File: src/rtl/rf_wport_sched_pkg.sv
`default_nettype none
// ----------------------------------------------------------------------------
// rf_wport_sched_pkg : shared FSM encoding, register-zero constant and default
//                      widths for the register-file write-port scheduler.
// Rev 1.0
// ----------------------------------------------------------------------------
package rf_wport_sched_pkg;

  localparam int DEF_WIDTH   = 32;
  localparam int DEF_DEPTH_B = 5;

  localparam logic [4:0] REG_ZERO = 5'd0;

  typedef enum logic [0:0] {
    ARB   = 1'b0,
    DRAIN = 1'b1
  } sched_state_e;

endpackage
`default_nettype wire

File: src/rtl/rf_wport_sched_busy.sv
`default_nettype none
// ----------------------------------------------------------------------------
// rf_busy_scoreboard : per-register busy bits for outstanding MDU results and
//                      the three ID hazard lookups (two sources plus WAW).
// Rev 1.0
// ----------------------------------------------------------------------------
module rf_busy_scoreboard
  import rf_wport_sched_pkg::*;
#(
  parameter int DEPTH_B = DEF_DEPTH_B
) (
  input  logic               clk,
  input  logic               rst,
  input  logic               set_en,
  input  logic [DEPTH_B-1:0] set_rd,
  input  logic               clr_en,
  input  logic [DEPTH_B-1:0] clr_rd,
  input  logic [DEPTH_B-1:0] ra0,
  input  logic [DEPTH_B-1:0] ra1,
  input  logic [DEPTH_B-1:0] wa,
  input  logic               we,
  output logic               hazard
);

  localparam int                 NREG   = 2 ** DEPTH_B;
  localparam logic [DEPTH_B-1:0] ZERO_A = DEPTH_B'(REG_ZERO);

  logic [NREG-1:0] busy_q;
  logic [NREG-1:0] busy_d;

  // Set is applied after clear so a same-cycle issue to the retiring register wins.
  always_comb begin
    busy_d = busy_q;
    if (clr_en) busy_d[clr_rd] = 1'b0;
    if (set_en && (set_rd != ZERO_A)) busy_d[set_rd] = 1'b1;
  end

  always_ff @(posedge clk) begin
    if (rst) busy_q <= '0;
    else     busy_q <= busy_d;
  end

  assign hazard = busy_q[ra0] | busy_q[ra1] | (we & busy_q[wa]);

endmodule
`default_nettype wire

File: src/rtl/rf_wport_sched.sv
`default_nettype none
// ----------------------------------------------------------------------------
// rf_wport_sched : arbitrates the register-file write port between WB and the
//                  MDU, with starvation drain. Optional: RF_SCHED_PERF_EN.
// Rev 1.0
// ----------------------------------------------------------------------------
module rf_wport_sched
  import rf_wport_sched_pkg::*;
#(
  parameter int WIDTH      = DEF_WIDTH,
  parameter int DEPTH_B    = DEF_DEPTH_B,
  parameter int MAX_OUT    = 4,
  parameter int STARVE_MAX = 3
) (
  input  logic               clk,
  input  logic               rst,
  input  logic               wb_we,
  input  logic [DEPTH_B-1:0] wb_wa,
  input  logic [WIDTH-1:0]   wb_wd,
  input  logic               mdu_iss_valid,
  input  logic [DEPTH_B-1:0] mdu_iss_rd,
  output logic               mdu_iss_ready,
  input  logic               mdu_res_valid,
  input  logic [DEPTH_B-1:0] mdu_res_rd,
  input  logic [WIDTH-1:0]   mdu_res_wd,
  output logic               mdu_res_ready,
  input  logic [DEPTH_B-1:0] id_ra0,
  input  logic [DEPTH_B-1:0] id_ra1,
  input  logic [DEPTH_B-1:0] id_wa,
  input  logic               id_we,
  output logic               id_hazard,
  output logic               pipe_freeze,
  output logic               rf_we,
  output logic [DEPTH_B-1:0] rf_wa,
  output logic [WIDTH-1:0]   rf_wd
`ifdef RF_SCHED_PERF_EN
  ,
  output logic [31:0]        perf_conflict,
  output logic [31:0]        perf_freeze
`endif
);

  localparam int                 CNT_W     = 4;
  localparam logic [CNT_W-1:0]   MAX_OUT_C = CNT_W'(MAX_OUT);
  localparam logic [CNT_W-1:0]   STARVE_C  = CNT_W'(STARVE_MAX);
  localparam logic [DEPTH_B-1:0] ZERO_A    = DEPTH_B'(REG_ZERO);

  sched_state_e     state_q, state_d;
  logic [CNT_W-1:0] starve_q, starve_d;
  logic [CNT_W-1:0] out_cnt_q, out_cnt_d;
  logic             wb_sel, mdu_sel, iss_fire, res_dec;

  always_comb begin
    wb_sel        = 1'b0;
    mdu_sel       = 1'b0;
    rf_we         = 1'b0;
    rf_wa         = '0;
    rf_wd         = '0;
    mdu_iss_ready = (out_cnt_q < MAX_OUT_C);
    pipe_freeze   = (state_q == DRAIN);
    starve_d      = starve_q;
    state_d       = state_q;
    out_cnt_d     = out_cnt_q;

    // In DRAIN the pipeline is frozen, so WB's request is disregarded.
    if (state_q == DRAIN) mdu_sel = mdu_res_valid;
    else if (wb_we)       wb_sel  = 1'b1;
    else                  mdu_sel = mdu_res_valid;

    if (wb_sel) begin
      rf_wa = wb_wa;
      rf_wd = wb_wd;
    end else if (mdu_sel) begin
      rf_wa = mdu_res_rd;
      rf_wd = mdu_res_wd;
    end
    rf_we         = (wb_sel | mdu_sel) & (rf_wa != ZERO_A);
    mdu_res_ready = mdu_sel;

    iss_fire = mdu_iss_valid & mdu_iss_ready;
    res_dec  = mdu_sel & (out_cnt_q != '0);
    if (iss_fire && !res_dec)      out_cnt_d = out_cnt_q + 1'b1;
    else if (!iss_fire && res_dec) out_cnt_d = out_cnt_q - 1'b1;

    if (state_q == DRAIN) begin
      starve_d = '0;
      state_d  = ARB;
    end else begin
      if (mdu_res_valid && !mdu_sel) starve_d = starve_q + 1'b1;
      else                           starve_d = '0;
      if (starve_d == STARVE_C) state_d = DRAIN;
    end
  end

  always_ff @(posedge clk) begin
    if (rst) begin
      state_q   <= ARB;
      starve_q  <= '0;
      out_cnt_q <= '0;
    end else begin
      state_q   <= state_d;
      starve_q  <= starve_d;
      out_cnt_q <= out_cnt_d;
    end
  end

  rf_busy_scoreboard #(
    .DEPTH_B (DEPTH_B)
  ) u_busy (
    .clk    (clk),
    .rst    (rst),
    .set_en (iss_fire),
    .set_rd (mdu_iss_rd),
    .clr_en (mdu_sel),
    .clr_rd (mdu_res_rd),
    .ra0    (id_ra0),
    .ra1    (id_ra1),
    .wa     (id_wa),
    .we     (id_we),
    .hazard (id_hazard)
  );

`ifdef RF_SCHED_PERF_EN
  logic [31:0] perf_conflict_q, perf_conflict_d;
  logic [31:0] perf_freeze_q, perf_freeze_d;

  always_comb begin
    perf_conflict_d = perf_conflict_q;
    perf_freeze_d   = perf_freeze_q;
    if (wb_we && mdu_res_valid && !(&perf_conflict_q)) perf_conflict_d = perf_conflict_q + 1'b1;
    if (pipe_freeze && !(&perf_freeze_q))              perf_freeze_d   = perf_freeze_q + 1'b1;
  end

  always_ff @(posedge clk) begin
    if (rst) begin
      perf_conflict_q <= '0;
      perf_freeze_q   <= '0;
    end else begin
      perf_conflict_q <= perf_conflict_d;
      perf_freeze_q   <= perf_freeze_d;
    end
  end

  assign perf_conflict = perf_conflict_q;
  assign perf_freeze   = perf_freeze_q;
`endif

endmodule
`default_nettype wire

File: config.mk
export PLATFORM = sky130hd
export DESIGN_NAME = rf_wport_sched
export DESIGN_NICKNAME = d
export VERILOG_FILES = /design/src/rtl/rf_wport_sched_pkg.sv /design/src/rtl/rf_wport_sched_busy.sv /design/src/rtl/rf_wport_sched.sv
export SDC_FILE = /design/constraint.sdc
export NUM_CORES = 1
export LEC_CHECK = 0
export CAP_MARGIN = 25
export CORE_UTILIZATION = 39
export CTS_BUF_LIST = sky130_fd_sc_hd__clkbuf_4 sky130_fd_sc_hd__clkbuf_8
export DETAILED_ROUTE_END_ITERATION = 16
export GPL_ROUTABILITY_DRIVEN = 0
export MAX_ROUTING_LAYER = met4
export PLACE_DENSITY_LB_ADDON = 0.15
export RECOVER_POWER = 25
export SYNTH_ARGS = -nofsm -noshare
export SYNTH_HDL_FRONTEND = slang
export SYNTH_SLANG_ARGS = --single-unit
export TNS_END_PERCENT = 30
File: constraint.sdc
create_clock -name clk -period 2.4 [get_ports clk]
set_clock_uncertainty 0.05 [all_clocks]
set_input_delay 0.48 -clock clk [delete_from_list [all_inputs] [get_ports clk]]
set_output_delay 0.48 -clock clk [all_outputs]
set_load 0.05 [all_outputs]
Word-level counts from Yosys, hierarchy flattened
Index checks and enable logic that the tools add are counted.
{ "classes": {"addsub": 3, "n_lt_le_gt_ge": 8, "eq_ne": 1, "muxes": 25, "bitwise_logic": 10, "reduce_logical": 14} }
{ "ops": {"columns": ["operator", "count"], "rows": [
  ["32-bit two-way mux", 4],
  ["32-bit bitwise AND", 1],
  ["32-bit inverter", 1],
  ["32-bit OR", 1],
  ["5-bit by 6-bit < comparator with 1-bit output, second input constant", 5],
  ["4-bit two-way mux", 4],
  ["1-bit binary-select mux with 5-bit select", 3],
  ["1-bit demux with 5-bit select", 2],
  ["5-bit by 1-bit >= comparator with 1-bit output, second input constant", 2],
  ["1-bit two-way mux", 10],
  ["5-bit two-way mux", 2],
  ["5-bit nonzero test", 2],
  ["4-bit by 1-bit adder with 4-bit output, second input constant", 2],
  ["1-bit logical AND", 6],
  ["1-bit bitwise AND", 4],
  ["4-bit by 2-bit == test with 1-bit output, second input constant", 1],
  ["4-bit by 3-bit < comparator with 1-bit output, second input constant", 1],
  ["4-bit nonzero test", 1],
  ["4-bit by 1-bit subtractor with 4-bit output, second input constant", 1],
  ["1-bit zero test", 3],
  ["1-bit OR", 3],
  ["2-bit nonzero test", 1],
  ["2-bit OR reduction", 1]
]} }
{ "word_totals": {"ff_bits": 41, "inputBits": 100, "out_inout_bits": 42, "word_cells": 65} }

Depth between registers and ports, before layout
{ "logic_depth": {"ltp_word": 9, "mapped_depth": 11, "mapped_depth_nobuf": 11} }

Modules after synthesis
From an unflattened synthesis, not the netlist that was laid out.
{ "unflattened": {"cells_unflattened": 403, "area_unflattened_um2": 3185.6} }
{ "by_module_without_submodules": {"columns": ["module", "n_inst", "cells_each", "area_each_um2", "seq_area_each_um2"], "rows": [
  ["rf_busy_scoreboard", 1, 231, 2138.3, 640.6],
  ["rf_wport_sched", 1, 172, 1047.3, 180.2]
]} }

Worst setup path before layout
Ideal clock, no wire load.
{ "synth_path": {"path_kind": "flip-flop to output port", "startpoint": "register state_q, in the netlist pipe_freeze", "endpoint": "output rf_we", "arrival_ns": 2.853, "required_time_ns": 1.870, "slack_ns": -0.983, "path_stages_with_launch": 6, "n_path_buf": 2, "path_cell_list": "dfxtp_1 -> nor2b_1 -> buf_2 -> clkbuf_1 -> o21ai_0 -> nand2b_1"} }
{ "synth_between": {"elab_chain_len": 5, "elab_cells_between_ends": 7, "cone_classes": "mux (4); bitwise (2); reduce/logical (1)"} }
{ "synth_rtl": {"columns": ["item", "line_no", "rtl"], "rows": [
  ["from (decl)", "rf_wport_sched.sv:48", "sched_state_e state_q, state_d;"],
  ["from (signal assigned)", "rf_wport_sched.sv:101", "state_q <= state_d;"],
  ["1-bit two-way mux", "rf_wport_sched.sv:66", "if (state_q == DRAIN) mdu_sel = mdu_res_valid;"],
  ["5-bit two-way mux", "rf_wport_sched.sv:73", "end else if (mdu_sel) begin"],
  ["5-bit two-way mux *", "rf_wport_sched.sv:70", "if (wb_sel) begin"],
  ["net rf_wa[3]", "rf_wport_sched.sv:34", "output logic [DEPTH_B-1:0] rf_wa,"],
  ["5-bit nonzero test *", "rf_wport_sched.sv:77", "rf_we = (wb_sel | mdu_sel) & (rf_wa != ZERO_A);"],
  ["1-bit bitwise AND *", "rf_wport_sched.sv:77", null],
  ["to (decl)", "rf_wport_sched.sv:33", "output logic rf_we,"]
]} }
Mark *: on every way through the listed nets, which the timed path passes. The rest lies on a longest branch.

Worst setup path after layout
{ "layout_path": {"startpoint": "input id_ra0[2]", "endpoint": "output id_hazard"} }
{ "layout_between": {"elab_chain_len": 4} }
{ "layout_rtl": {"columns": ["item", "line_no", "rtl"], "rows": [
  ["from (decl)", "rf_wport_sched.sv:27", "input logic [DEPTH_B-1:0] id_ra0,"],
  ["1-bit binary-select mux with 5-bit select", "rf_wport_sched_busy.sv:43", "assign hazard = busy_q[ra0] | busy_q[ra1] | (we & busy_q[wa]);"],
  ["1-bit two-way mux (implied by the code)", "rf_wport_sched_busy.sv:43", null],
  ["1-bit OR (2 in series)", "rf_wport_sched_busy.sv:43", null],
  ["to (decl)", "rf_wport_sched.sv:31", "output logic id_hazard,"]
]} }
Every way passes these cells. The select of a mux whose other input is x is not followed.

==> flow_metrics.py <==
metrics = {
    "sta": {
        "worst_slack_ns": -0.2633,
        "rsz0062_at_grt": "yes",
        "finalSetupViolCount": 12,
        "tns_ns": -0.7680,
        "period_needed_ns": 2.663,
        "worst_hold_slack_ns": 0.3995,
        "timing.fmax_ghz": 0.3755,
        "hold_viol_final": 0,
        "worst_slew_pin_slew_ns": 0.6754,
        "post-route-period-util_pct": 111.0,
        "drv_slew": 0,
        "relSlewSlack_pct": 54.88,
    },
    "critical_path": {
        "critPathMaxStageDelay_ns": 0.34,
        "crit_fanout": 4,
        "crit_path_start_kind": "input pin",
        "reg2reg_to": "out_cnt_q[3]",
        "rr_worst_depth": 11,
        "worstPathArrival_ns": 2.13,
        "cp.required_ns": 1.87,
        "reg2reg_from": "pipe_freeze",
        "startpoint": "id_ra0[2]",
        "slowest_stage": "a2111oi_4",
        "rrSetupSlack_ns": -0.03,
        "path_cells": "clkdlybuf4s15_1 -> buf_4 -> nand2b_1 -> o22ai_2 -> nor4b_4 -> a2111oi_4 -> o2111ai_4 -> buf_6",
        "cp-end-kind": "primary output",
        "path_class": "input pin to primary output",
    },
    "drt": {
        "via_per_inst": 5.569,
        "ant_nets": 0,
        "dr.pass1.iters": 5,
        "drc": 0,
        "wl_per_cell_um": 17.18,
        "routed_wl_mm": 11.75,
        "vias": 3809,
        "drtIter0Drc": 227,
    },
    "cells_and_area": {
        "antennaDiodeCount": 0,
        "areaGrowthSynthToFinish_pct": 83.49,
        "design_area_um2": 5742,
        "num-fill-cells": 565,
        "drive_above_1_share_pct": 32.65,
        "finalNetCount": 686,
        "post-route-util_pct": 74.30,
    },
    "cts": {
        "clk_latency_ns": 0.30,
        "htree_levels": 2,
        "cts_root_buffer": "clkbuf_8",
        "cts_tree": "yes",
        "cts_buffer_depth": 2,
        "numCtsBuffers": 5,
        "cts.sinks": 41,
        "ctsHoldBuffers": 0,
        "cts.clk_slew.worst_paths_ns": 0.08,
    },
    "power": {
        "leakage_nw": 2.299,
        "p_per_area_nw_per_um2": 454.4,
        "ir_drop_uv": 300.3,
        "comb_power_share_pct": 52.8,
        "p_sw_share_pct": 37.89,
        "p_switching_w": 0.0009886,
        "internal-power_w": 0.001620,
        "power_frac_clock_pct": 17.3,
        "seqPwrFrac_pct": 29.8,
    },
    "worst_hold_path": {
        "min_path_cells": 1,
        "hold_path_class": "flop to flop",
        "min_to": "starve_q[3]",
        "worstHoldStart": "pipe_freeze",
    },
    "place": {
        "dp_hpwl_mm": 9.335,
        "preCtsSetupSlack_ns": -0.8428,
        "dpl-instance-area_um2": 5507,
        "port_buffers": 141,
    },
    "floorplan": {
        "core_area_um2": 7727,
        "rows": 32,
        "die_h_um": 91.58,
        "die_area_um2": 8386,
        "initial_core_util_pct": 40.50,
        "ios": 142,
        "fp.dieW_um": 91.58,
    },
    "grt": {
        "grt_pass1_vias": 3972,
        "grt_pass1_wl_mm": 18.74,
        "grt_overflow": 0,
        "grt_start_max_net_pins": 40,
        "antenna_found_initial": 0,
        "track_usage_pct": 29.23,
    },
    "yosys": {
        "syn-cell-area_um2": 3129,
        "syn_inst": 405,
        "yosysSeqAreaShare_pct": 26.23,
        "ys_types": 40,
        "synth_area_per_cell_um2": 7.727,
        "ys_warn_count": 0,
        "syn-num-nets": 510,
        "synthTopCellsByCount": "nand2_1 (115), o21ai_0 (69), dfxtp_1 (41), a21oi_1 (34), clkbuf_1 (23)",
        "yosysTopAreaCell": "dfxtp_1",
        "yosys.area.top_type_share_pct": 26.23,
        "synth_most_common_cell": "nand2_1",
        "synth_seq_cells": 41,
        "async_flop_share_pct": 0,
        "synthTopCellsByArea": "dfxtp_1 (26%), nand2_1 (14%), o21ai_0 (11%)",
        "synth-main-ff-cell": "dfxtp_1",
        "synth_edf_count": 0,
    },
    "outcome": {
        "status": "finished with violations",
        "violations": "setup timing",
    },
    "job": {
        "maxCapViolCount": 0,
    },
}
-- placed cells by master (no fill, tap or decap), types with 3 or more instances in the layout --
| cell type | instances |
|---|---|
| nor2_1 | 13 |
| mux4_1 | 5 |
| nand3b_1 | 6 |
| buf_12 | 40 |
| o21ai_2 | 37 |
| clkbuf_2 | 3 |
| mux4_2 | 17 |
| or3_1 | 3 |
| nor3b_1 | 4 |
| dlygate4sd2_1 | 3 |
| mux2_2 | 5 |
| nand2_1 | 113 |
| o21ai_0 | 33 |
| dfxtp_1 | 39 |
| clkbuf_1 | 3 |
| nor3_1 | 5 |
| ha_1 | 4 |
| nor3b_2 | 3 |
| a21oi_1 | 33 |
| mux2i_1 | 11 |
| buf_8 | 4 |
| clkbuf_8 | 5 |
| buf_6 | 5 |
| xor2_1 | 3 |
| clkdlybuf4s50_1 | 92 |
| buf_4 | 46 |
-- metal layers --
metal | share of wire (%) | up-vias | GRT usage, %
li1 | - | 1812 | -
met1 | 37 | 1778 | 31.61
met2 | 52 | 190 | 52.13
met3 | 8.0 | 29 | 6.616
met4 | 2.7 | 0 | 10.58
met5 | 0 | - | -
-- per-stage QoR --
stage          total power [W]  instances
6_report              0.002609        684
5_1_grt               0.002740        684
4_1_cts               0.002615        684
3_5_place_dp          0.002147        668
3_3_place_gp          0.002109        668
2_1_floorplan         0.001506        405
-- cell families after synthesis --
| kind of cell | after synthesis | synth area share, % |
|---|---|---|
| and+or+nand+nor | 171 | 24.71 |
| AOI/OAI and AO/OA | 112 | 18.83 |
| DFF | 41 | 26.23 |
| muxes | 38 | 21.99 |
| buffers and inverters | 33 | 4.598 |
| xor gates and xnor gates | 5 | 1.400 |
| adders and majority gates | 5 | 2.239 |
-- worst max-delay path: cells and delay by family --
| kind | cells | cell delay, ns |
|---|---|---|
| AOI/OAI and AO/OA | 3 | 0.81 |
| buffers and inverters | 3 | 0.63 |
| and+or+nand+nor | 2 | 0.21 |
-- how the worst max path moves through the flow --
stage / end / depth (start not counted)
floorplan: id_hazard / 6
global placement: id_hazard / 8
detailed placement: id_hazard / 8
CTS: id_hazard / 8
global route: id_hazard / 8
finish: id_hazard / 8
-- final cells by class --
class / count / area, um2 / share of cell area, %
Tap cell: 102 / 127.6 / 2.223
Timing Repair Buffer: 199 / 2283 / 39.77
Multi-Input combinational cell: 331 / 2410 / 41.97
Inverter: 3 / 11.26 / 0.1961
Sequential cell: 41 / 823.3 / 14.34
Clock buffer: 5 / 68.82 / 1.199
Clock inverter: 3 / 17.52 / 0.3051
-- power by group through the flow --
stage          clock network (W)  logic [W]  registers, W
2_1_floorplan                  0   0.000724      0.000781
3_3_place_gp                   0    0.00132      0.000791
3_5_place_dp                   0    0.00135      0.000795
4_1_cts                 0.000446    0.00139      0.000779
5_1_grt                 0.000477    0.00148      0.000787
6_report                0.000452    0.00138      0.000779
-- timing repair --
item,4_1_cts,5_1_grt
gates resized for setup,41,17
setup buffers,7,1
gates cloned,1,0
setup endpoints to repair,36,4
pin swaps,5,4
-- state kept, by name, summed over array words and instances, names as in the netlist --
register       flops
starve_q           4
u_busy.busy_q     32
out_cnt_q          4
pipe_freeze        1
Note: power is estimated with default switching activity, not from simulation.
